`config.mk`:
```
export PLATFORM = sky130hd
export DESIGN_NAME = rect_raster_render
export DESIGN_NICKNAME = d
export VERILOG_FILES = /design/src/rtl/rect_raster_render.sv
export SDC_FILE = /design/constraint.sdc
export NUM_CORES = 2
export LEC_CHECK = 0
export BUFFER_PORTS_ARGS = -buffer_cell sky130_fd_sc_hd__buf_2
export CELL_PAD_IN_SITES_DETAIL_PLACEMENT = 1
export CELL_PAD_IN_SITES_GLOBAL_PLACEMENT = 1
export CORE_MARGIN = 8
export CORE_UTILIZATION = 51
export CTS_BUF_LIST = sky130_fd_sc_hd__clkbuf_16
export DETAILED_ROUTE_END_ITERATION = 7
export GPL_ROUTABILITY_DRIVEN = 1
export MAX_ROUTING_LAYER = met4
export PLACE_DENSITY_LB_ADDON = 0.1
export SYNTH_ARGS = -nofsm -noshare
export SYNTH_HDL_FRONTEND = slang
export SYNTH_SLANG_ARGS = --single-unit
export TNS_END_PERCENT = 10
```
`constraint.sdc`:
```
create_clock -name pixel_clk -period 5 [get_ports pixel_clk]
set_input_delay 0.25 -clock pixel_clk [delete_from_list [all_inputs] [get_ports pixel_clk]]
set_output_delay 0.25 -clock pixel_clk [all_outputs]
set_load 0.02 [all_outputs]
```
`src/rtl/rect_raster_render.sv`:
```
// rect_raster_render
// Purpose: holds up to NUM_RECT rectangles in a shadow bank that control
// logic writes, publishes the shadow bank to an active bank only at a frame
// start, and tests the live scan position against the active bank. The hit
// flag and lowest-index hit are registered with a fixed 2-cycle latency.
// Ports:
//   pixel_clk, rst          : clock and synchronous active-high reset
//   wr_en/wr_idx/wr_x1..y2  : write one shadow slot (low corner inclusive,
//   wr_vis                    high corner exclusive) and its visible flag
//   wr_ready                : writes accepted while high (state OPEN)
//   commit_req              : arm a publish of the shadow bank
//   commit_pending          : a publish is armed and waiting for frame_start
//   frame_start             : pulse at scan position (0,0)
//   hcount, vcount          : current scan position
//   pix_on, pix_idx         : hit flag and lowest hit index, 2 cycles late
module rect_raster_render #(
  parameter int NUM_RECT = 8,
  parameter int IDX_W    = 3,
  parameter int COORD_W  = 11,
  parameter int H_ACTIVE = 640,
  parameter int V_ACTIVE = 480
) (
  input  logic               pixel_clk,
  input  logic               rst,
  input  logic               wr_en,
  input  logic [IDX_W-1:0]   wr_idx,
  input  logic [COORD_W-1:0] wr_x1,
  input  logic [COORD_W-1:0] wr_y1,
  input  logic [COORD_W-1:0] wr_x2,
  input  logic [COORD_W-1:0] wr_y2,
  input  logic               wr_vis,
  output logic               wr_ready,
  input  logic               commit_req,
  output logic               commit_pending,
  input  logic               frame_start,
  input  logic [COORD_W-1:0] hcount,
  input  logic [COORD_W-1:0] vcount,
  output logic               pix_on,
  output logic [IDX_W-1:0]   pix_idx
);

  localparam logic [0:0] ST_OPEN    = 1'b0;
  localparam logic [0:0] ST_PENDING = 1'b1;

  logic [0:0] state_q, state_d;

  logic [COORD_W-1:0] sh_x1_q [NUM_RECT];
  logic [COORD_W-1:0] sh_y1_q [NUM_RECT];
  logic [COORD_W-1:0] sh_x2_q [NUM_RECT];
  logic [COORD_W-1:0] sh_y2_q [NUM_RECT];
  logic [NUM_RECT-1:0] sh_vis_q;
  logic [COORD_W-1:0] sh_x1_d [NUM_RECT];
  logic [COORD_W-1:0] sh_y1_d [NUM_RECT];
  logic [COORD_W-1:0] sh_x2_d [NUM_RECT];
  logic [COORD_W-1:0] sh_y2_d [NUM_RECT];
  logic [NUM_RECT-1:0] sh_vis_d;

  logic [COORD_W-1:0] ac_x1_q [NUM_RECT];
  logic [COORD_W-1:0] ac_y1_q [NUM_RECT];
  logic [COORD_W-1:0] ac_x2_q [NUM_RECT];
  logic [COORD_W-1:0] ac_y2_q [NUM_RECT];
  logic [NUM_RECT-1:0] ac_vis_q;
  logic [COORD_W-1:0] ac_x1_d [NUM_RECT];
  logic [COORD_W-1:0] ac_y1_d [NUM_RECT];
  logic [COORD_W-1:0] ac_x2_d [NUM_RECT];
  logic [COORD_W-1:0] ac_y2_d [NUM_RECT];
  logic [NUM_RECT-1:0] ac_vis_d;

  logic                wr_accept_s;
  logic                commit_s;
  logic [NUM_RECT-1:0] hit_s;
  logic [NUM_RECT-1:0] hit_q;
  logic                pix_on_q;
  logic [IDX_W-1:0]    pix_idx_q;

  // Lowest set bit of the hit vector; 0 when nothing is set.
  function automatic logic [IDX_W-1:0] lowest_idx(input logic [NUM_RECT-1:0] v);
    logic [IDX_W-1:0] idx;
    idx = '0;
    for (int i = NUM_RECT - 1; i >= 0; i--) begin
      if (v[i]) begin
        idx = IDX_W'(i);
      end else begin
        idx = idx;
      end
    end
    return idx;
  endfunction

  assign wr_ready       = (state_q == ST_OPEN);
  assign commit_pending = (state_q == ST_PENDING);
  assign pix_on         = pix_on_q;
  assign pix_idx        = pix_idx_q;

  assign wr_accept_s = wr_en && (state_q == ST_OPEN);
  // A same-edge commit_req+frame_start in OPEN commits immediately.
  assign commit_s = frame_start &&
                    ((state_q == ST_PENDING) || ((state_q == ST_OPEN) && commit_req));

  // Next FSM state.
  always_comb begin
    state_d = state_q;
    case (state_q)
      ST_OPEN: begin
        if (commit_req && !frame_start) begin
          state_d = ST_PENDING;
        end else begin
          state_d = ST_OPEN;
        end
      end
      ST_PENDING: begin
        if (frame_start) begin
          state_d = ST_OPEN;
        end else begin
          state_d = ST_PENDING;
        end
      end
      default: state_d = ST_OPEN;
    endcase
  end

  // Next shadow bank; the write is merged here so a same-edge commit sees it.
  always_comb begin
    sh_x1_d  = sh_x1_q;
    sh_y1_d  = sh_y1_q;
    sh_x2_d  = sh_x2_q;
    sh_y2_d  = sh_y2_q;
    sh_vis_d = sh_vis_q;
    if (wr_accept_s) begin
      sh_x1_d[wr_idx]  = wr_x1;
      sh_y1_d[wr_idx]  = wr_y1;
      sh_x2_d[wr_idx]  = wr_x2;
      sh_y2_d[wr_idx]  = wr_y2;
      sh_vis_d[wr_idx] = wr_vis;
    end else begin
      sh_vis_d = sh_vis_q;
    end
  end

  // Next active bank. The hit test uses this next value so a commit taken at
  // frame_start already applies to pixel (0,0) of that frame.
  always_comb begin
    ac_x1_d  = ac_x1_q;
    ac_y1_d  = ac_y1_q;
    ac_x2_d  = ac_x2_q;
    ac_y2_d  = ac_y2_q;
    ac_vis_d = ac_vis_q;
    if (commit_s) begin
      ac_x1_d  = sh_x1_d;
      ac_y1_d  = sh_y1_d;
      ac_x2_d  = sh_x2_d;
      ac_y2_d  = sh_y2_d;
      ac_vis_d = sh_vis_d;
    end else begin
      ac_vis_d = ac_vis_q;
    end
  end

  // Per-slot hit test; degenerate slots (x2<=x1 or y2<=y1) fail naturally.
  always_comb begin
    hit_s = '0;
    if ((hcount >= COORD_W'(H_ACTIVE)) || (vcount >= COORD_W'(V_ACTIVE))) begin
      hit_s = '0;
    end else begin
      for (int i = 0; i < NUM_RECT; i++) begin
        hit_s[i] = ac_vis_d[i] &&
                   (hcount >= ac_x1_d[i]) && (hcount < ac_x2_d[i]) &&
                   (vcount >= ac_y1_d[i]) && (vcount < ac_y2_d[i]);
      end
    end
  end

  // State, both banks and the two pipeline stages.
  always_ff @(posedge pixel_clk) begin
    if (rst) begin
      state_q   <= ST_OPEN;
      sh_vis_q  <= '0;
      ac_vis_q  <= '0;
      for (int i = 0; i < NUM_RECT; i++) begin
        sh_x1_q[i] <= '0;
        sh_y1_q[i] <= '0;
        sh_x2_q[i] <= '0;
        sh_y2_q[i] <= '0;
        ac_x1_q[i] <= '0;
        ac_y1_q[i] <= '0;
        ac_x2_q[i] <= '0;
        ac_y2_q[i] <= '0;
      end
      hit_q     <= '0;
      pix_on_q  <= 1'b0;
      pix_idx_q <= '0;
    end else begin
      state_q   <= state_d;
      sh_x1_q   <= sh_x1_d;
      sh_y1_q   <= sh_y1_d;
      sh_x2_q   <= sh_x2_d;
      sh_y2_q   <= sh_y2_d;
      sh_vis_q  <= sh_vis_d;
      ac_x1_q   <= ac_x1_d;
      ac_y1_q   <= ac_y1_d;
      ac_x2_q   <= ac_x2_d;
      ac_y2_q   <= ac_y2_d;
      ac_vis_q  <= ac_vis_d;
      hit_q     <= hit_s;
      pix_on_q  <= |hit_q;
      pix_idx_q <= lowest_idx(hit_q);
    end
  end

endmodule

```
==> flow_summary.json <==
{
  "ioPinCount": 81,
  "maxSlewViolCount": 0,
  "first_pass_iters": 5,
  "crit_path_max_fanout": 12,
  "final_common_cell": "nor2_1",
  "ir_drop_mv": 0.2228,
  "end_kind": "register",
  "grt_overflow": 0,
  "finalSetupViolations": 0,
  "dp_hpwl_um": 65960,
  "routedWlPerCell_um": 22.35,
  "cts_tree": "done",
  "power_mw": 12.78,
  "grt_pass1_wl_um": 156200,
  "ys_warn_count": 0,
  "skew_ns": 0.02110,
  "clockBufferDepth": 3,
  "post-route-min-period_ns": 4.069,
  "clkTransAtPathRegs_ns": 0.06,
  "synthDistinctLibCells": 58,
  "synthToLayoutAreaGrowth_pct": 10.41,
  "cts_made_buffers": 79,
  "setup_tns_ns": 0,
  "final_nets": 3992,
  "dieArea_um2": 72210,
  "placedCellCount": 4345,
  "fin_area_um2": 35960,
  "placed_area_um2": 33500,
  "synth_seq_cells": 733,
  "grt_usage_pct": 28.47,
  "gp_congestion": 0.8488,
  "n_fill_cell": 7242,
  "coreArea_um2": 63080,
  "slew-limit-headroom_pct": 27.56,
  "critPathKind": "register to register",
  "tightest_slew_ns": 1.087,
  "viasPerCell": 5.794,
  "drcViolationCount": 0,
  "die_height_um": 268.7,
  "numPortBuffers": 80,
  "grt_max_degree": 166,
  "mostFrequentLayoutCells": "nor2_1, dfxtp_1, a21oi_1",
  "netlist.area_leader.share_pct": 45.05,
  "vias": 26040,
  "hold_violations": 0,
  "syn_inst": 3627,
  "htreeDepth": 3,
  "drtIter0Drc": 1617,
  "row_count": 92,
  "die_x_um": 268.7,
  "preCtsSetupSlack_ns": 0.9817,
  "power_leakage_nw": 15.19,
  "rsz0062_at_grt": "no",
  "synth_edf_count": 0,
  "root_buffer": "clkbuf_16",
  "multi_input_area_um2": 16930,
  "worstPathRequired_ns": 5.51,
  "syn_area_per_cell_um2": 8.980,
  "drive_gt1_share_pct": 6.586,
  "cts.sinks": 733,
  "maxCapViolCount": 0,
  "startpoint_type": "register",
  "yosysSeqAreaShare_pct": 45.05,
  "seqCellArea_um2": 14670,
  "start_util_pct": 51.63,
  "fin_ws_ns": 0.9314,
  "postRouteAntennaNets": 0,
  "clock_latency_ns": 0.63,
  "synth.cell_area_um2": 32570,
  "final_cells": 4495,
  "antenna_found_initial": 9,
  "grt_pass1_vias": 27730,
  "status": "finished clean",
  "power.density_nw_per_um2": 355.5,
  "hold_path.class": "input port to register",
  "drt-total-wl_um": 100500,
  "fin_util_pct": 57.01,
  "post-route-period-util_pct": 81.37,
  "hold_ws_ns": 0.05732,
  "synthTopCellsByArea": "dfxtp_1, ha_1, nor2_1",
  "yosys.area.top_type": "dfxtp_1",
  "crit_arrival_ns": 4.58,
  "syn_nets": 4038,
  "synthArstFlopShare_pct": 0,
  "fmaxAchievable_ghz": 0.2458,
  "synth-main-ff-cell": "dfxtp_1"
}
==> power by group <==
part / internal, mW / switching (mW)
sequential: 5.94 / 0.0294
combinational: 0.382 / 0.859
clock: 3.14 / 2.43
total: 9.46 / 3.32
==> registers in the layout, summed over array words and instances (netlist names), 3 cells and up <==
signal    count
hit_q         8
ac_y1_q      88
sh_y2_q      88
ac_x1_q      88
ac_y2_q      88
ac_x2_q      88
sh_x1_q      88
ac_vis_q      8
sh_y1_q      88
pix_idx       3
sh_x2_q      88
sh_vis_q      8
==> per-layer routing <==
| metal | routed length, um | up-vias | track usage (%) |
|---|---|---|---|
| li1 | - | 12400 | - |
| met3 | 3967 | 199 | 3.510 |
| met1 | 45390 | 12930 | 35.74 |
| met5 | 0 | - | - |
| met4 | 3141 | 0 | 9.745 |
| met2 | 47950 | 507 | 47.33 |
==> Yosys cell counts (all sizes together), types with 27 or more instances <==
library cell and n:
nor2 1066, dfxtp 733, a21oi 399, mux2i 360, ha 336, clkbuf 181
o21ai 68, buf 65, nand2 61, a211oi 55, nand4 44, nand3 40
a21o 28, nor2b 27
==> path summary, 6_finish.rpt <==
path	from	end	slack, ns	cells after the start
worst max-delay path	commit_pending$_SDFF_PP0_	hit_q[7]$_SDFF_PP0_	0.93	13
worst max register to register	commit_pending$_SDFF_PP0_	hit_q[7]$_SDFF_PP0_	0.93	13
worst min register to register	sh_x1_q[0]$_SDFF_PP0_	sh_x1_q[0]$_SDFF_PP0_	0.48	2
worst min-delay path	rst	sh_x1_q[55]$_SDFF_PP0_	0.06	2
==> cell type report <==
class	count	area share (%)
Inverter	7	0.07307
Timing Repair Buffer	119	2.276
Tap cell	846	2.944
Sequential cell	733	40.81
Antenna cell	5	0.03479
Clock buffer	79	5.498
Clock inverter	65	1.280
Multi-Input combinational cell	2641	47.09
==> worst max-delay path, cell delays in order (launching register included) <==
cell and delay [ns]:
dfxtp_1 0.40, nand3b_4 0.24, nor2_4 0.68, buf_4 0.33, mux2i_1 0.27, nor2_1 0.06, a21oi_1 0.29, ha_1 0.33
nand4_1 0.15, nor2_1 0.11, a211oi_1 0.24, and3_1 0.21, o2111ai_1 0.24, a2111oi_0 0.38
==> timing repair <==
item                      4_1_cts  5_1_grt
hold buffers                    1        0
gates resized for setup         0        0
buffers inserted                0        0
hold endpoints to repair        1        0
==> cell families after synthesis <==
family	count (synthesis)	synth area share, %
AND/OR/NAND/NOR	1295	16.18
buffers and inverters	253	3.100
multiplexers	360	11.06
adder cells (fa/ha/maj)	336	12.91
AO/OA/AOI/OAI	650	11.69
flip-flops	733	45.05
(Power assumes the default switching activity.)
